[src/rtl/bcd_countdown_timer_pkg.sv]
// Shared types and constants for the MM:SS BCD countdown timer.
package bcd_countdown_timer_pkg;

  typedef enum logic [1:0] {
    IDLE,
    RUN,
    PAUSE,
    DONE
  } state_t;

  localparam logic [3:0] BCD_MAX_UNITS = 4'd9;
  localparam logic [3:0] BCD_MAX_TENS  = 4'd5;

  // Warning window: minutes at zero, seconds in (00, warn_ss]; BCD compares like binary.
  function automatic logic in_warn_window(input logic [7:0] mm, input logic [7:0] ss,
                                          input logic [7:0] warn_ss);
    return (mm == 8'h00) && (ss != 8'h00) && (ss <= warn_ss);
  endfunction

endpackage

[src/rtl/bcd_countdown_timer_digit.sv]
// One BCD down-counting digit; borrow chains to the next more significant digit.
module bcd_digit_down #(
  parameter logic [3:0] MAX  = 4'd9,
  parameter logic [3:0] INIT = 4'd0
) (
  input  logic       clk,
  input  logic       reset,
  input  logic       load,
  input  logic [3:0] d,
  input  logic       en,
  output logic [3:0] q,
  output logic       borrow
);

  assign borrow = en && (q == 4'd0);

  always_ff @(posedge clk or posedge reset) begin
    if (reset) begin
      q <= INIT;
    end else if (load) begin
      q <= d;
    end else if (en) begin
      q <= (q == 4'd0) ? MAX : q - 4'd1;
    end
  end

endmodule

[src/rtl/bcd_countdown_timer.sv]
// MM:SS BCD countdown timer: preset select, prescaled tick, start/pause/abort FSM,
// done pulse, warning flag and valve drive.
module bcd_countdown_timer
  import bcd_countdown_timer_pkg::*;
#(
  parameter int                      CLK_HZ    = 50_000_000,
  parameter int                      TICK_HZ   = 1,
  parameter int                      NUM_MODES = 4,
  parameter logic [NUM_MODES*16-1:0] PRESETS   = {16'h0500, 16'h1000, 16'h3959, 16'h1459},
  parameter logic [7:0]              WARN_SS   = 8'h10,
  localparam int                     MW        = (NUM_MODES > 1) ? $clog2(NUM_MODES) : 1
) (
  input  logic          clk,
  input  logic          reset,
  input  logic [MW-1:0] mode,
  input  logic          start,
  input  logic          pause,
  input  logic          abort,
  output logic [3:0]    Dmin,
  output logic [3:0]    Umin,
  output logic [3:0]    Dseg,
  output logic [3:0]    Useg,
  output logic          running,
  output logic          valve_on,
  output logic          done,
  output logic          warn
);

  localparam int             DIV  = CLK_HZ / TICK_HZ;
  localparam int             PW   = $clog2(DIV);
  localparam logic [PW-1:0]  LAST = PW'(DIV - 1);

  state_t        state, state_n;
  logic [PW-1:0] presc;
  logic [15:0]   preset;
  logic          zero, underflow, accept_start, load, advance, tick;
  logic          b_useg, b_dseg, b_umin;

  // Out-of-range mode values fall through to preset 0.
  always_comb begin
    preset = PRESETS[15:0];
    for (int unsigned i = 1; i < NUM_MODES; i++) begin
      if (mode == MW'(i)) preset = PRESETS[i*16 +: 16];
    end
  end

  always_comb begin
    zero         = ({Dmin, Umin, Dseg, Useg} == '0);
    accept_start = !abort && start && (state == IDLE || state == DONE);
    load         = (state == IDLE) || accept_start;
    // Releasing pause resumes counting on the same edge so the tick phase is kept.
    advance      = !abort && !pause && ((state == RUN && !zero) || state == PAUSE);
    tick         = advance && (presc == LAST);
  end

  always_comb begin
    state_n = state;
    if (abort) begin
      state_n = IDLE;
    end else begin
      case (state)
        IDLE:    if (start) state_n = RUN;
        RUN: begin
          if (zero || underflow) state_n = DONE;
          else if (pause)        state_n = PAUSE;
        end
        PAUSE:   if (!pause) state_n = RUN;
        DONE:    if (start) state_n = RUN;
        default: state_n = IDLE;
      endcase
    end
  end

  always_ff @(posedge clk or posedge reset) begin
    if (reset) begin
      state    <= IDLE;
      presc    <= '0;
      running  <= 1'b0;
      valve_on <= 1'b0;
      done     <= 1'b0;
      warn     <= 1'b0;
    end else begin
      state <= state_n;
      if (abort || accept_start) begin
        presc <= '0;
      end else if (advance) begin
        presc <= tick ? '0 : presc + PW'(1);
      end
      running  <= (state_n == RUN);
      valve_on <= (state_n == RUN) || (state_n == PAUSE);
      done     <= (state == RUN) && (state_n == DONE);
      warn     <= (state_n != IDLE) && in_warn_window({Dmin, Umin}, {Dseg, Useg}, WARN_SS);
    end
  end

  bcd_digit_down #(.MAX(BCD_MAX_UNITS), .INIT(PRESETS[3:0])) u_useg (
    .clk(clk), .reset(reset), .load(load), .d(preset[3:0]), .en(tick),
    .q(Useg), .borrow(b_useg)
  );

  bcd_digit_down #(.MAX(BCD_MAX_TENS), .INIT(PRESETS[7:4])) u_dseg (
    .clk(clk), .reset(reset), .load(load), .d(preset[7:4]), .en(b_useg),
    .q(Dseg), .borrow(b_dseg)
  );

  bcd_digit_down #(.MAX(BCD_MAX_UNITS), .INIT(PRESETS[11:8])) u_umin (
    .clk(clk), .reset(reset), .load(load), .d(preset[11:8]), .en(b_dseg),
    .q(Umin), .borrow(b_umin)
  );

  bcd_digit_down #(.MAX(BCD_MAX_UNITS), .INIT(PRESETS[15:12])) u_dmin (
    .clk(clk), .reset(reset), .load(load), .d(preset[15:12]), .en(b_umin),
    .q(Dmin), .borrow(underflow)
  );

endmodule

[config.mk]
export PLATFORM = sky130hd
export DESIGN_NAME = bcd_countdown_timer
export DESIGN_NICKNAME = d
export VERILOG_FILES = /design/src/rtl/bcd_countdown_timer_pkg.sv /design/src/rtl/bcd_countdown_timer_digit.sv /design/src/rtl/bcd_countdown_timer.sv
export SDC_FILE = /design/constraint.sdc
export NUM_CORES = 1
export LEC_CHECK = 0
export CORE_ASPECT_RATIO = 2
export CORE_MARGIN = 2
export CORE_UTILIZATION = 52
export DETAILED_ROUTE_END_ITERATION = 8
export PLACE_DENSITY = 0.76
export RECOVER_POWER = 25
export SLEW_MARGIN = 25
export SYNTH_ARGS = -nofsm -noshare
export SYNTH_HDL_FRONTEND = slang
export SYNTH_SLANG_ARGS = --single-unit
[constraint.sdc]
create_clock -name clk -period 2.4 [get_ports clk]
set_input_delay 0.36 -clock clk [delete_from_list [all_inputs] [get_ports clk]]
set_output_delay 0.36 -clock clk [all_outputs]
set_load 0.01 [all_outputs]
==> reports/qor.csv, run 1 <==
stage,metric,value,unit
run_status,status,"finished, violations left",
run_status,violations,negative setup slack,
floorplanning,core_area,5420,sq um
detailed_routing,vias_per_cell,6.376,
placement,io_buffers,26,
final_layout,multiInputGateArea,1733,sq um
setup_path,worstSetupStartpointType,flip-flop,
global_routing,grt_max_degree,27,
job,max_cap_viol_count,0,
detailed_routing,post_drt_wl_per_cell,17.40,um
sta,skew,0.007380,ns
floorplanning,die_x,57.07,um
sta,finalCriticalPeriod,2.524,ns
worst_hold_path,min-delay-start,u_useg.q[0]$_DFFE_PP1P_,
setup_path,crit_path_end_kind,flip-flop,
pwr,p_per_area,654.6,nW/um^2
setup_path,rrSetupSlack,-0.12,ns
final_layout,drive_gt1_share,23.60,%
final_layout,syn_to_final_growth,32.51,%
detailed_routing,drtIter0Drc,151,
yosys,synth_edf_count,0,
final_layout,final_cell_mix,"buf_4, dfrtp_1, a21oi_1",
pwr,p_comb_share,40.4,%
global_routing,grt_use_total,27.81,%
clocking,clock_path_buffers,2,
final_layout,fillers,434,
sta,hold_viol,0,
detailed_routing,dr.pass1.iters,4,
setup_path,r2r_end,u_dseg.q[3]$_DFFE_PP0P_,
pwr,power_frac_clock,19.8,%
final_layout,antenna_cells,0,
yosys,syn-num-nets,353,
sta,fin_ws,-0.1239,ns
clocking,cts_tree,done,
setup_path,r2r-start,presc[18]$_DFFE_PP0P_,
clocking,htreeDepth,2,
yosys,yosys_warnings,0,
worst_hold_path,hold_path.class,flip-flop to flip-flop,
clocking,path_clk_slew,0.09,ns
sta,max_slew.worst_pin.slew,0.8472,ns
pwr,p_sw,0.0009078,W
global_routing,grt_pass1_vias,3042,
floorplanning,start_util,54.04,%
pwr,ir_worst_vdd,748.8,uV
final_layout,nets,430,
setup_path,critPathRequiredTime,2.61,ns
yosys,ys.flop_type,dfrtp_1,
floorplanning,fp.dieArea,6286,sq um
pwr,leakagePower,1.553,nW
sta,slew_viol_final,0,
final_layout,ff_latch_area,1209,sq um
placement,pre_cts_ws,-0.1983,ns
setup_path,crit_type,flip-flop to flip-flop,
clocking,root_buffer,clkbuf_8,
setup_path,reg2reg_depth,5,
clocking,clock_sinks,48,
yosys,syn-cell-area,2929,sq um
placement,detailed_place_hpwl,6.093,mm
worst_hold_path,whs_path_depth,2,
yosys,synthCells,333,
sta,setup_violations,8,
clocking,numCtsBuffers,5,
worst_hold_path,holdPathEnd,u_useg.q[0]$_DFFE_PP1P_,
final_layout,mostFrequentLayoutCell,buf_4,
floorplanning,die_h,110.1,um
detailed_routing,drt-total-wl,8.194,mm
detailed_routing,ant_nets,0,
floorplanning,rows,38,
global_routing,antenna_found_initial,0,
pwr,power,0.002541,W
global_routing,gr-total-overflow,0,
yosys,seq_area_frac_synth,41.26,%
detailed_routing,vias,3003,
sta,max_freq,0.3962,GHz
pwr,p_int,0.001633,W
yosys,synth_seq_cells,48,
detailed_routing,drcViolationCount,0,
sta,grt_setup_unrepaired,yes,
yosys,syn_avg_cell_area,8.796,sq um
yosys,async_flop_share,100.0,%
placement,gp_congestion,0.9222,
clocking,insertion_delay,0.31,ns
setup_path,crit_arrival,2.73,ns
sta,relSlewSlack,43.46,%
floorplanning,io_pins,27,
sta,period_share,105.2,%
setup_path,worstPathMaxFanout,5,
yosys,ys_types,46,
pwr,p_sw_share,35.73,%
pwr,seqPwrFrac,39.8,%
global_routing,grt_pass1_wl,13.68,mm
-- cell usage after synthesis, types with 2 or more instances --
cell type  instances  area [sq um]
dfrtp_1           42          1051
a21oi_1           32         160.2
o21ai_0           23         115.1
nand2_1           22         82.58
nor2_1            19         71.32
or3_1             19         118.9
inv_1             16         60.06
nand3_1           14         70.07
nand4_1           14         87.58
clkbuf_1          13         48.80
ha_1              13         162.7
or4_1             13         97.59
o31ai_1           11         82.58
nor3_1            10         50.05
nor4_1             8         50.05
and3_1             6         37.54
dfstp_2            6         157.7
a31oi_1            5         31.28
mux2i_1            4         40.04
or2_2              4         25.02
and4_1             3         26.28
nand3b_1           3         22.52
nor4b_1            3         26.28
a311oi_1           2         17.52
and2_1             2         12.51
nand2b_1           2         12.51
nand4b_1           2         17.52
o211ai_1           2         15.01
or4b_1             2         20.02
xnor2_1            2         17.52
-- metal layers --
metal | share of wire (%) | GRT usage, % | vias to the layer above
met3 | 3.1 | 3.267 | 30
li1 | - | - | 1415
met2 | 59 | 54.43 | 95
met5 | 0 | 0 | -
met1 | 35 | 27.27 | 1463
met4 | 3.6 | 15.28 | 0
-- final cells by class --
type	count	share of cell area (%)
inverters	16	1.547
flip-flops and latches	48	31.14
well taps	60	1.934
clock buffers	6	2.128
repair buffers	83	18.34
clock inverters	2	0.2579
multi-input cells	256	44.65
-- power groups by stage --
| stage | Clock, W | Combinational [W] | Sequential (W) |
|---|---|---|---|
| final | 0.000503 | 0.00103 | 0.00101 |
| after global routing | 0.000545 | 0.00112 | 0.00102 |
| after CTS | 0.000520 | 0.000998 | 0.00101 |
| after detailed placement | 0 | 0.000959 | 0.00102 |
| after global placement | 0 | 0.000940 | 0.00101 |
| after floorplan | 0 | 0.000474 | 0.00105 |
-- worst max-delay path: stages (launching register included) --
cell and delay, ns:
dfrtp_1 0.38, or4_1 0.51, or4_4 0.51, or3_4 0.38, or4b_4 0.49, and3_1 0.16
-- logic make-up after synthesis --
family / share of synthesized area, %
and+or+nand+nor: 30.50
muxes: 1.367
adders and majority gates: 5.553
AOI/OAI and AO/OA: 16.83
xor gates and xnor gates: 0.5981
DFF: 41.26
buffers and inverters: 3.887
-- timing repair --
item                                    in CTS  in global routing
resized for setup                           10                 14
buffers inserted                             4                  3
endpoints found under the setup margin      21                 21
hold buffers                                 0                  0
cloned                                       1                  0
endpoints found under the hold margin        0                  0
pin swaps                                    6                  8
-- sequential cells by signal, indices dropped and copies added (netlist names) --
signal and flops:
presc 26, u_dmin.q 4, u_dseg.q 4, u_umin.q 4, u_useg.q 4, state 2
done 1, running 1, valve_on 1, warn 1
-- worst max path at each step --
stage	from	to	slack, ns	cells past startpoint
floorplan	presc[18]$_DFFE_PP0P_	u_dseg.q[3]$_DFFE_PP0P_	-0.19	6
global placement	presc[18]$_DFFE_PP0P_	u_dseg.q[3]$_DFFE_PP0P_	-0.17	5
detailed placement	presc[18]$_DFFE_PP0P_	u_dseg.q[3]$_DFFE_PP0P_	-0.20	5
CTS	presc[24]$_DFFE_PP0P_	u_dseg.q[3]$_DFFE_PP0P_	-0.12	5
global route	presc[10]$_DFFE_PP0P_	u_dseg.q[3]$_DFFE_PP0P_	-0.17	5
finish	presc[18]$_DFFE_PP0P_	u_dseg.q[3]$_DFFE_PP0P_	-0.12	5
-- stage by stage --
stage	area [sq um]	setup TNS, ns	hold slack (ns)	cells	utilization, %
2_1_floorplan	2947	-0.5083	0.4761	333	-
3_3_place_gp	3623	-0.6146	0.4872	456	66.85
3_5_place_dp	3623	-1.075	0.5062	456	66.85
4_1_cts	3797	-0.2492	0.3779	469	70.06
5_1_grt	3881	-1.007	0.5482	471	71.61
6_report	3881	-0.4170	0.5284	471	71.61
No activity file was read; power rests on OpenSTA's default activity.
==> run 2, diff against run 1 <==
--- a/config.mk
+++ b/config.mk
@@ -7,9 +7,10 @@
 export LEC_CHECK = 0
 export CORE_ASPECT_RATIO = 2
 export CORE_MARGIN = 2
-export CORE_UTILIZATION = 52
+export CORE_UTILIZATION = 58
+export CTS_CLUSTER_DIAMETER = 60
 export DETAILED_ROUTE_END_ITERATION = 8
-export PLACE_DENSITY = 0.76
+export PLACE_DENSITY = 0.8
 export RECOVER_POWER = 25
 export SLEW_MARGIN = 25
 export SYNTH_ARGS = -nofsm -noshare
==> constraint.sdc (replaced) <==
create_clock -name clk -period 2.9 [get_ports clk]
set_input_delay 0.435 -clock clk [delete_from_list [all_inputs] [get_ports clk]]
set_output_delay 0.435 -clock clk [all_outputs]
set_load 0.01 [all_outputs]
==> reports/qor.csv, run 2 (synthesis results as in run 1) <==
stage,metric,value,unit
setup_path,cpPeakStageDelay,0.54,ns
detailed_routing,vias,2788,
setup_path,rrSetupSlack,0.08,ns
clocking,htreeDepth,2,
clocking,hold_buffers,0,
global_routing,gr-total-overflow,0,
setup_path,worstSetupStartpointType,flip-flop,
sta,setup_violations,0,
sta,skew,0.006129,ns
setup_path,crit_path_end_kind,flip-flop,
floorplanning,die_x,54.25,um
sta,grt_setup_unrepaired,no,
final_layout,nets,387,
worst_hold_path,hold_path.class,flip-flop to flip-flop,
sta,slew_viol_final,0,
global_routing,grt_max_degree,49,
sta,period_share,97.16,%
setup_path,critPathRequiredTime,3.10,ns
global_routing,antenna_found_initial,0,
detailed_routing,post_drt_wl_per_cell,17.37,um
detailed_routing,dr.pass1.iters,4,
clocking,clock_path_buffers,2,
floorplanning,fp.dieArea,5669,sq um
setup_path,path_cells,or4_1 > or4_4 > or3_1 > or4b_1 > and3_1,
floorplanning,io_pins,27,
detailed_routing,vias_per_cell,6.560,
sta,hold_viol,0,
clocking,post_cts_buffers,0,
final_layout,final_cell_area,3426,sq um
detailed_routing,drt-total-wl,7.383,mm
pwr,ir_worst_vdd,506.3,uV
placement,gp_congestion,1.001,
final_layout,fillers,405,
global_routing,grt_pass1_wl,12.20,mm
job,max_cap_viol_count,0,
floorplanning,rows,36,
placement,detailed_place_hpwl,5.414,mm
placement,place_area,3338,sq um
setup_path,worstPathMaxFanout,10,
setup_path,crit_arrival,3.02,ns
final_layout,final_cell_mix,"dfrtp_1, a21oi_1, clkdlybuf4s50_1",
final_layout,mostFrequentLayoutCell,dfrtp_1,
sta,max_freq,0.3549,GHz
clocking,clock_sinks,48,
final_layout,largest_reg_flops,26,
final_layout,drive_gt1_share,10.05,%
global_routing,grt_use_total,28.68,%
pwr,leakagePower,1.298,nW
sta,fin_tns_setup,0,ns
clocking,root_buffer,clkbuf_8,
final_layout,antenna_cells,0,
pwr,p_per_area,571.9,nW/um^2
detailed_routing,ant_nets,0,
sta,relSlewSlack,18.38,%
global_routing,grt_pass1_vias,2786,
setup_path,crit_type,flip-flop to flip-flop,
clocking,cts_resized,0,
sta,max_slew.worst_pin.slew,1.224,ns
run_status,status,"complete, no violations",
clocking,cts_tree,done,
detailed_routing,drtIter0Drc,92,
clocking,insertion_delay,0.30,ns
clocking,path_clk_slew,0.08,ns
floorplanning,core_area,4865,sq um
floorplanning,die_h,104.5,um
floorplanning,start_util,60.21,%
setup_path,critPathSlowestCell,or4b_1,
final_layout,largest_register,presc,
clocking,numCtsBuffers,5,
placement,io_buffers,26,
detailed_routing,drcViolationCount,0,
final_layout,syn_to_final_growth,16.96,%
sta,finalCriticalPeriod,2.818,ns
==> run 2: area by class of cell <==
type	instances	area, sq um	share of cell area [%]
clock buffers	8	90.09	2.630
inverters	16	60.06	1.753
repair buffers	41	382.9	11.18
multi-input cells	255	1613	47.08
well taps	57	71.32	2.082
flip-flops and latches	48	1209	35.28
==> run 2: metal layers <==
| metal | share of wire [%] | up-vias | GRT usage (%) |
|---|---|---|---|
| li1 | - | 1329 | - |
| met1 | 36 | 1342 | 29.26 |
| met2 | 56 | 93 | 49.57 |
| met3 | 4.0 | 24 | 5.460 |
| met4 | 4.1 | 0 | 17.68 |
| met5 | 0 | - | 0 |
==> run 2: metrics by stage <==
step / setup slack, ns / instances / util [%] / hold slack (ns) / total power (W)
floorplan: 0.2172 / 333 / - / 0.4761 / 0.001253
global placement: 0.1373 / 417 / 68.62 / 0.4933 / 0.001533
detailed placement: 0.1045 / 417 / 68.62 / 0.5103 / 0.001552
CTS: 0.09128 / 425 / 70.47 / 0.5299 / 0.001967
global route: 0.02530 / 425 / 70.42 / 0.5536 / 0.002085
finish: 0.08230 / 425 / 70.42 / 0.5227 / 0.001959
==> run 2: path summary, 6_finish.rpt <==
check                                           to                  start  depth (start not counted)
hold / removal                presc[1]$_DFFE_PP0P_   presc[1]$_DFFE_PP0P_                          2
min in group asynchronous  u_useg.q[1]$_DFFE_PP0P_                  reset                          3
setup reg to reg           u_dseg.q[3]$_DFFE_PP0P_  presc[18]$_DFFE_PP0P_                          5
setup / recovery           u_dseg.q[3]$_DFFE_PP0P_  presc[18]$_DFFE_PP0P_                          5
max in group asynchronous    presc[17]$_DFFE_PP0P_                  reset                          3
hold reg to reg               presc[1]$_DFFE_PP0P_   presc[1]$_DFFE_PP0P_                          2
==> run 2: worst max-delay path, delay by kind of cell (launching register included) <==
kind,cells,cell delay [ns]
DFF,1,0.42
and+or+nand+nor,5,2.29
==> run 2: power by group <==
| group | internal, W | switching [W] | leakage (nW) |
|---|---|---|---|
| sequential | 0.000759 | 0.0000823 | 0.642 |
| clock | 0.000195 | 0.000221 | 0.0455 |
| combinational | 0.000320 | 0.000383 | 0.610 |
| total | 0.00127 | 0.000686 | 1.30 |
